### config.mk
export PLATFORM = sky130hd
export DESIGN_NAME = chunked_serial_adder_flat
export DESIGN_NICKNAME = d
export VERILOG_FILES = /design/src/rtl/chunked_serial_adder_pkg.sv /design/src/rtl/chunked_serial_adder_if.sv /design/src/rtl/chunked_serial_adder_slice.sv /design/src/rtl/chunked_serial_adder.sv /design/src/flat_wrapper.sv
export SDC_FILE = /design/constraint.sdc
export NUM_CORES = 1
export LEC_CHECK = 0
export CORE_MARGIN = 3
export CORE_UTILIZATION = 47
export CTS_CLUSTER_DIAMETER = 120
export DETAILED_ROUTE_END_ITERATION = 7
export PLACE_DENSITY = 0.76
export SLEW_MARGIN = 25
export SYNTH_ARGS = -nofsm -noshare
export SYNTH_HDL_FRONTEND = slang
export SYNTH_HIERARCHICAL = 1
export SYNTH_SLANG_ARGS = --single-unit
### constraint.sdc
create_clock -name clk -period 2.2 [get_ports clk]
set_input_delay 0.44 -clock clk [delete_from_list [all_inputs] [get_ports clk]]
set_output_delay 0.44 -clock clk [all_outputs]
set_load 0.02 [all_outputs]
### src/rtl/chunked_serial_adder_pkg.sv
// Shared types and elaboration helpers for the chunked serial adder.
package chunked_serial_adder_pkg;

    typedef enum logic [1:0] {
        IDLE = 2'd0,
        RUN  = 2'd1,
        DONE = 2'd2
    } state_t;

    function automatic int calc_n(input int width, input int chunk);
        return (chunk > 0) ? (width / chunk) : 1;
    endfunction

    // Chunk counter width: clog2(N), never narrower than one bit.
    function automatic int cnt_width(input int n);
        return (n <= 1) ? 1 : $clog2(n);
    endfunction

endpackage

### src/rtl/chunked_serial_adder_if.sv
// Start/busy/done handshake and operand/result bus for the chunked serial adder.
interface chunked_serial_adder_if #(
    parameter int WIDTH = 16
);
    logic             start;
    logic [WIDTH-1:0] a;
    logic [WIDTH-1:0] b;
    logic             cin;
    logic             sub;
    logic             busy;
    logic             done;
    logic [WIDTH-1:0] s;
    logic             cout;
    logic             ovf;

    modport master (
        output start, a, b, cin, sub,
        input  busy, done, s, cout, ovf
    );

    modport slave (
        input  start, a, b, cin, sub,
        output busy, done, s, cout, ovf
    );
endinterface

### src/rtl/chunked_serial_adder_slice.sv
// Combinational CHUNK-wide ripple adder built from full-adder bit cells.
module chunked_serial_adder_slice #(
    parameter int CHUNK = 4
) (
    input  logic [CHUNK-1:0] i_a,
    input  logic [CHUNK-1:0] i_b,
    input  logic             i_cin,
    output logic [CHUNK-1:0] o_s,
    output logic             o_cout
);

    logic [CHUNK:0] w_c;

    assign w_c[0] = i_cin;

    for (genvar i = 0; i < CHUNK; i++) begin : g_bit
        assign o_s[i]   = i_a[i] ^ i_b[i] ^ w_c[i];
        assign w_c[i+1] = (i_a[i] & i_b[i]) | (w_c[i] & (i_a[i] ^ i_b[i]));
    end

    assign o_cout = w_c[CHUNK];

endmodule

### src/rtl/chunked_serial_adder.sv
// Multi-cycle adder/subtractor: CHUNK bits per clock through a registered carry.
// state | meaning
// IDLE  | waiting for start
// RUN   | one chunk per cycle, LSB chunk first
// DONE  | one-cycle done pulse, may accept a new start
module chunked_serial_adder
    import chunked_serial_adder_pkg::*;
#(
    parameter int WIDTH = 16,
    parameter int CHUNK = 4
) (
    input  logic                  clk,
    input  logic                  rst,
    chunked_serial_adder_if.slave bus
);

    localparam int N     = calc_n(WIDTH, CHUNK);
    localparam int CNT_W = cnt_width(N);

    if (CHUNK < 1 || (WIDTH % CHUNK) != 0) begin : g_param_check
        $error("chunked_serial_adder: WIDTH must be a positive multiple of CHUNK");
    end

    state_t           r_state;
    logic             r_busy;
    logic             r_done;
    logic [WIDTH-1:0] r_s;
    logic             r_cout;
    logic             r_ovf;
    logic [WIDTH-1:0] r_a;
    logic [WIDTH-1:0] r_b;
    logic [WIDTH-1:0] r_acc;
    logic             r_carry;
    logic             r_a_msb;
    logic             r_b_msb;
    logic [CNT_W-1:0] r_cnt;

    logic [CHUNK-1:0]       w_chunk_s;
    logic                   w_chunk_cout;
    logic [WIDTH+CHUNK-1:0] w_acc_cat;
    logic [WIDTH-1:0]       w_acc_next;
    logic                   w_last;
    logic                   w_accept;

    chunked_serial_adder_slice #(.CHUNK(CHUNK)) u_slice (
        .i_a    (r_a[CHUNK-1:0]),
        .i_b    (r_b[CHUNK-1:0]),
        .i_cin  (r_carry),
        .o_s    (w_chunk_s),
        .o_cout (w_chunk_cout)
    );

    // New chunk enters at the top; after N shifts the accumulator holds the full result.
    assign w_acc_cat  = {w_chunk_s, r_acc};
    assign w_acc_next = w_acc_cat[WIDTH+CHUNK-1:CHUNK];
    assign w_last     = (r_cnt == CNT_W'(N - 1));
    assign w_accept   = bus.start && (r_state != RUN);

    always_ff @(posedge clk) begin
        if (rst) begin
            r_state <= IDLE;
            r_busy  <= 1'b0;
            r_done  <= 1'b0;
            r_s     <= '0;
            r_cout  <= 1'b0;
            r_ovf   <= 1'b0;
            r_a     <= '0;
            r_b     <= '0;
            r_acc   <= '0;
            r_carry <= 1'b0;
            r_a_msb <= 1'b0;
            r_b_msb <= 1'b0;
            r_cnt   <= '0;
        end else begin
            case (r_state)
                RUN: begin
                    r_a     <= r_a >> CHUNK;
                    r_b     <= r_b >> CHUNK;
                    r_acc   <= w_acc_next;
                    r_carry <= w_chunk_cout;
                    r_cnt   <= r_cnt + CNT_W'(1);
                    if (w_last) begin
                        r_state <= DONE;
                        r_busy  <= 1'b0;
                        r_done  <= 1'b1;
                        r_s     <= w_acc_next;
                        r_cout  <= w_chunk_cout;
                        r_ovf   <= (r_a_msb == r_b_msb) && (w_acc_next[WIDTH-1] != r_a_msb);
                    end
                end
                default: begin
                    r_done <= 1'b0;
                    if (w_accept) begin
                        r_state <= RUN;
                        r_busy  <= 1'b1;
                        r_a     <= bus.a;
                        r_b     <= bus.sub ? ~bus.b : bus.b;
                        r_a_msb <= bus.a[WIDTH-1];
                        r_b_msb <= bus.sub ? ~bus.b[WIDTH-1] : bus.b[WIDTH-1];
                        r_carry <= bus.sub | bus.cin;
                        r_acc   <= '0;
                        r_cnt   <= '0;
                    end else begin
                        r_state <= IDLE;
                        r_busy  <= 1'b0;
                    end
                end
            endcase
        end
    end

    assign bus.busy = r_busy;
    assign bus.done = r_done;
    assign bus.s    = r_s;
    assign bus.cout = r_cout;
    assign bus.ovf  = r_ovf;

endmodule

### src/flat_wrapper.sv
// flat-port wrapper written by rule: the top's interface ports become plain ports
module chunked_serial_adder_flat import chunked_serial_adder_pkg::*;
#(
    parameter int WIDTH = 16,
    parameter int CHUNK = 4
)
  (clk, rst, bus_start, bus_a, bus_b, bus_cin, bus_sub, bus_busy, bus_done, bus_s, bus_cout, bus_ovf);
  chunked_serial_adder_if #(.WIDTH(WIDTH)) bus_i ();
  input  logic clk;
  input  logic rst;
  input wire logic [$bits(bus_i.start)-1:0] bus_start;
  input wire logic [$bits(bus_i.a)-1:0] bus_a;
  input wire logic [$bits(bus_i.b)-1:0] bus_b;
  input wire logic [$bits(bus_i.cin)-1:0] bus_cin;
  input wire logic [$bits(bus_i.sub)-1:0] bus_sub;
  output wire logic [$bits(bus_i.busy)-1:0] bus_busy;
  output wire logic [$bits(bus_i.done)-1:0] bus_done;
  output wire logic [$bits(bus_i.s)-1:0] bus_s;
  output wire logic [$bits(bus_i.cout)-1:0] bus_cout;
  output wire logic [$bits(bus_i.ovf)-1:0] bus_ovf;
  assign bus_i.start = bus_start;
  assign bus_i.a = bus_a;
  assign bus_i.b = bus_b;
  assign bus_i.cin = bus_cin;
  assign bus_i.sub = bus_sub;
  assign bus_busy = bus_i.busy;
  assign bus_done = bus_i.done;
  assign bus_s = bus_i.s;
  assign bus_cout = bus_i.cout;
  assign bus_ovf = bus_i.ovf;
  chunked_serial_adder #(.WIDTH(WIDTH), .CHUNK(CHUNK)) u_core (.clk(clk), .rst(rst), .bus(bus_i));
endmodule
==> impl_results.md <==
- Crit path largest cell delay: ~0.42 ns
- RR Startpoint: u_core/r_carry$_SDFFE_PP0P_
- Core area: 6130 sq um
- Total CTS buffers: 9
- CP Launch Type: register
- Setup CP Type: register to register
- GRT Util Overall: 17.7%
- Clk sink count: 70
- Worst min-delay path endpoint: u_core/bus.s[3]$_SDFFE_PP0P_
- Cts hold-fix bufs: 0
- Leakage Power: 1.44 nW
- Place WS: -0.202 ns
- EDFF count, synth: 0
- DR pass1 iterations: 4
- Placer congestion estimate: 0.759
- Ys async rst share: 0%
- Hold path start: u_core/bus.s[3]$_SDFFE_PP0P_
- Final period util: 110%
- Syn nets: 391
- Dpl hpwl: 4170 um
- Setup ws final: -0.217 ns
- DIE HEIGHT: about 87 um
- Post-Route WL: around 6200 um
- Max cap viols: 0
- Seq/Total Area, Yosys: 45.7%
- Via density: about 5.1
- CTS tree: built
- Finished Core Util: 62.4%
- Reg2reg path depth: 11
- DIE AREA: between 7000 and 8000 sq um
- Initial DRC count: 65
- Violated checks: setup timing
- Initial Util: 50.0%
- Vias: between 2k and 2.5k
- # setup viols final: 3
- Worst EP required: 2.41 ns
- H-tree Lvls: 3
- Tightest Pin Transition: a little under 0.7 ns
- Initial antenna violation count: 0
- Worst-path clk slew: around 0.070 ns
- Post-route ant nets: 0
- Drt wl/cell: 12.9 um
- Largest net degree at the start of global routing: 42
- Clk Latency, worst-skew pair: around 0.35 ns
- Pwr per Cell Area: 730 nW/um^2
- Syn Std Cell Area: 3070 sq um
- Die Wd: 86.8 um
- Most used cell, CP: inv_2
- Rows: 28
- Clock buffer depth: 2
- Clock Skew: around 0.0075 ns
- Slowest-stage cell, CP: fa_1
- Post-Layout Cell Count: 478
- Period minus WS final: 2.42 ns
- Final hold violation count: 0
- Crit-path max FO: 2
- Synthesis-to-finish area growth: 24.8%
- Critical path cell sequence: fa_2 > inv_2 > fa_2 > inv_2 > fa_2 > inv_2 > fa_1 > inv_2 > and3b_1 > a211oi_2 > nor3_1
- Mapped Avg Cell Area: 8.78 sq um
- Total power: around 2.8 mW
- Final nets: 440
- FF-to-FF End: u_core/bus.ovf$_SDFFE_PP0P_
- Max Freq: a little over 400 MHz
- GRT Residual Overflow: 0
- Antenna diode count: 0
- Maximum VDD drop: 0.000450 V
- Hold Path Class: register to register
- Critical Path End Type: register
- Post-synthesis instance total: 349
- Slew Viols, Final: 0
- RSZ-0062 raised after global routing: yes
- Synth Register Bits: 70
- IO buf count: 56
- Arrival time at the worst endpoint: 2.63 ns
- First-pass GRT wire length: about 10000 um
- Count of different cell masters after synthesis: 29
- WHS Path Cells: 2
- Yosys warning total: 6
- Drt drc: 0
- Top FF cell, synth: dfxtp_1
- Root buf cell: clkbuf_8
- Max_slew headroom: 54.9%
- FF-to-FF setup slack: -0.22 ns
- IO Pins: between 50 and 60
- Fraction of layout cells with a size suffix above 1: 11.7%
- Status: finished with violations
- Dpl cells: 461
- Vias in the first global route: 2337
==> placed cells by master, fill, tap and decap left out, types with 9 or more instances in the layout <==
master	n
xnor2_1	16
mux2i_1	16
buf_4	9
a21oi_1	42
a211oi_1	16
dfxtp_1	69
nor2_1	36
nand3_1	15
clkdlybuf4s50_1	54
clkbuf_8	10
nand2_1	60
a211o_1	12
==> flip-flops by register name (all words and copies together) (netlist names), 2 cells and up <==
signal / flops
u_core/r_b: 16
u_core/r_acc: 12
u_core/r_state: 2
u_core/r_cnt: 2
u_core/r_a: 16
u_core/bus.s: 16
==> layer usage <==
metal	global-route usage, %	wire length [um]	up-vias
met4	6.80	80	0
met1	20.7	2770	1095
met3	5.51	302	9
met2	30.3	3000	55
li1	-	-	1269
met5	0	0	-
==> cells in the mapped netlist (all sizes together) (2+ instances only) <==
master / n / share of area (%)
a21oi: 47 / 8.3
fa: 4 / 2.6
nand3: 15 / 2.4
mux2i: 16 / 5.2
xnor2: 16 / 4.6
a211o: 12 / 3.4
and3b: 2 / 0.57
nor3: 2 / 0.33
a211oi: 17 / 4.2
dfxtp: 70 / 46
nor2: 36 / 4.4
buf: 21 / 5.0
nand2: 61 / 7.5
inv: 11 / 1.3
nand2b: 4 / 0.82
clkbuf: 8 / 1.4
==> power by group <==
part	total [mW]	leakage, nW	internal (mW)	switching, mW
logic	0.402	0.769	0.203	0.199
clock network	1.02	0.102	0.550	0.471
registers	1.37	0.572	1.33	0.0387
total	2.79	1.44	2.08	0.709
==> cells by family (layout without fill, tap and decap cells) <==
| logic type | count (synthesis) | in the layout | synth area share [%] |
|---|---|---|---|
| AOI/OAI and AO/OA | 79 | 79 | 16.6 |
| buffers and inverters | 40 | 94 | 7.80 |
| xor gates and xnor gates | 16 | 16 | 4.57 |
| adders and majority gates | 5 | 5 | 3.02 |
| DFF | 70 | 70 | 45.7 |
| muxes | 16 | 16 | 5.22 |
| and+or+nand+nor | 123 | 123 | 17.1 |
==> worst max-delay path by stage <==
stage	startpoint	end
after floorplan	u_core/r_carry$_SDFFE_PP0P_	u_core/bus.ovf$_SDFFE_PP0P_
after global placement	u_core/r_carry$_SDFFE_PP0P_	u_core/bus.ovf$_SDFFE_PP0P_
after detailed placement	u_core/r_carry$_SDFFE_PP0P_	u_core/bus.ovf$_SDFFE_PP0P_
after CTS	u_core/r_carry$_SDFFE_PP0P_	u_core/bus.ovf$_SDFFE_PP0P_
after global routing	u_core/r_carry$_SDFFE_PP0P_	u_core/bus.ovf$_SDFFE_PP0P_
final	u_core/r_carry$_SDFFE_PP0P_	u_core/bus.ovf$_SDFFE_PP0P_
==> through the flow <==
stage | area (sq um) | hold WS (ns) | setup TNS, ns
detailed placement | 3610 | 0.446 | -0.232
global placement | 3610 | 0.442 | -0.114
global route | 3830 | 0.479 | -0.718
finish | 3830 | 0.453 | -0.440
CTS | 3820 | 0.455 | -0.441
floorplan | 3080 | 0.432 | -0.0928
==> final cells by class <==
cell class / instances / area, sq um
fillers: 548 / 2300
clock inverters: 6 / 61.3
multi-input cells: 239 / 1440
flip-flops and latches: 70 / 1400
repair buffers: 67 / 649
inverters: 11 / 41.3
well taps: 75 / 93.8
clock buffers: 10 / 138
==> critical path, delay by kind of cell (launching register included) <==
kind	cells	cell delay, ns
adder cells (fa/ha/maj)	4	1.31
flip-flops	1	0.33
AND/OR/NAND/NOR	2	0.25
buffers and inverters	4	0.24
AO/OA/AOI/OAI	1	0.15
==> repair_timing <==
action / 4_1_cts / 5_1_grt
resized for setup: 2 / 2
buffers inserted: 1 / 1
setup endpoints to repair: 3 / 3
pin swaps: 1 / 1
Note: power is estimated with default switching activity, not from simulation.
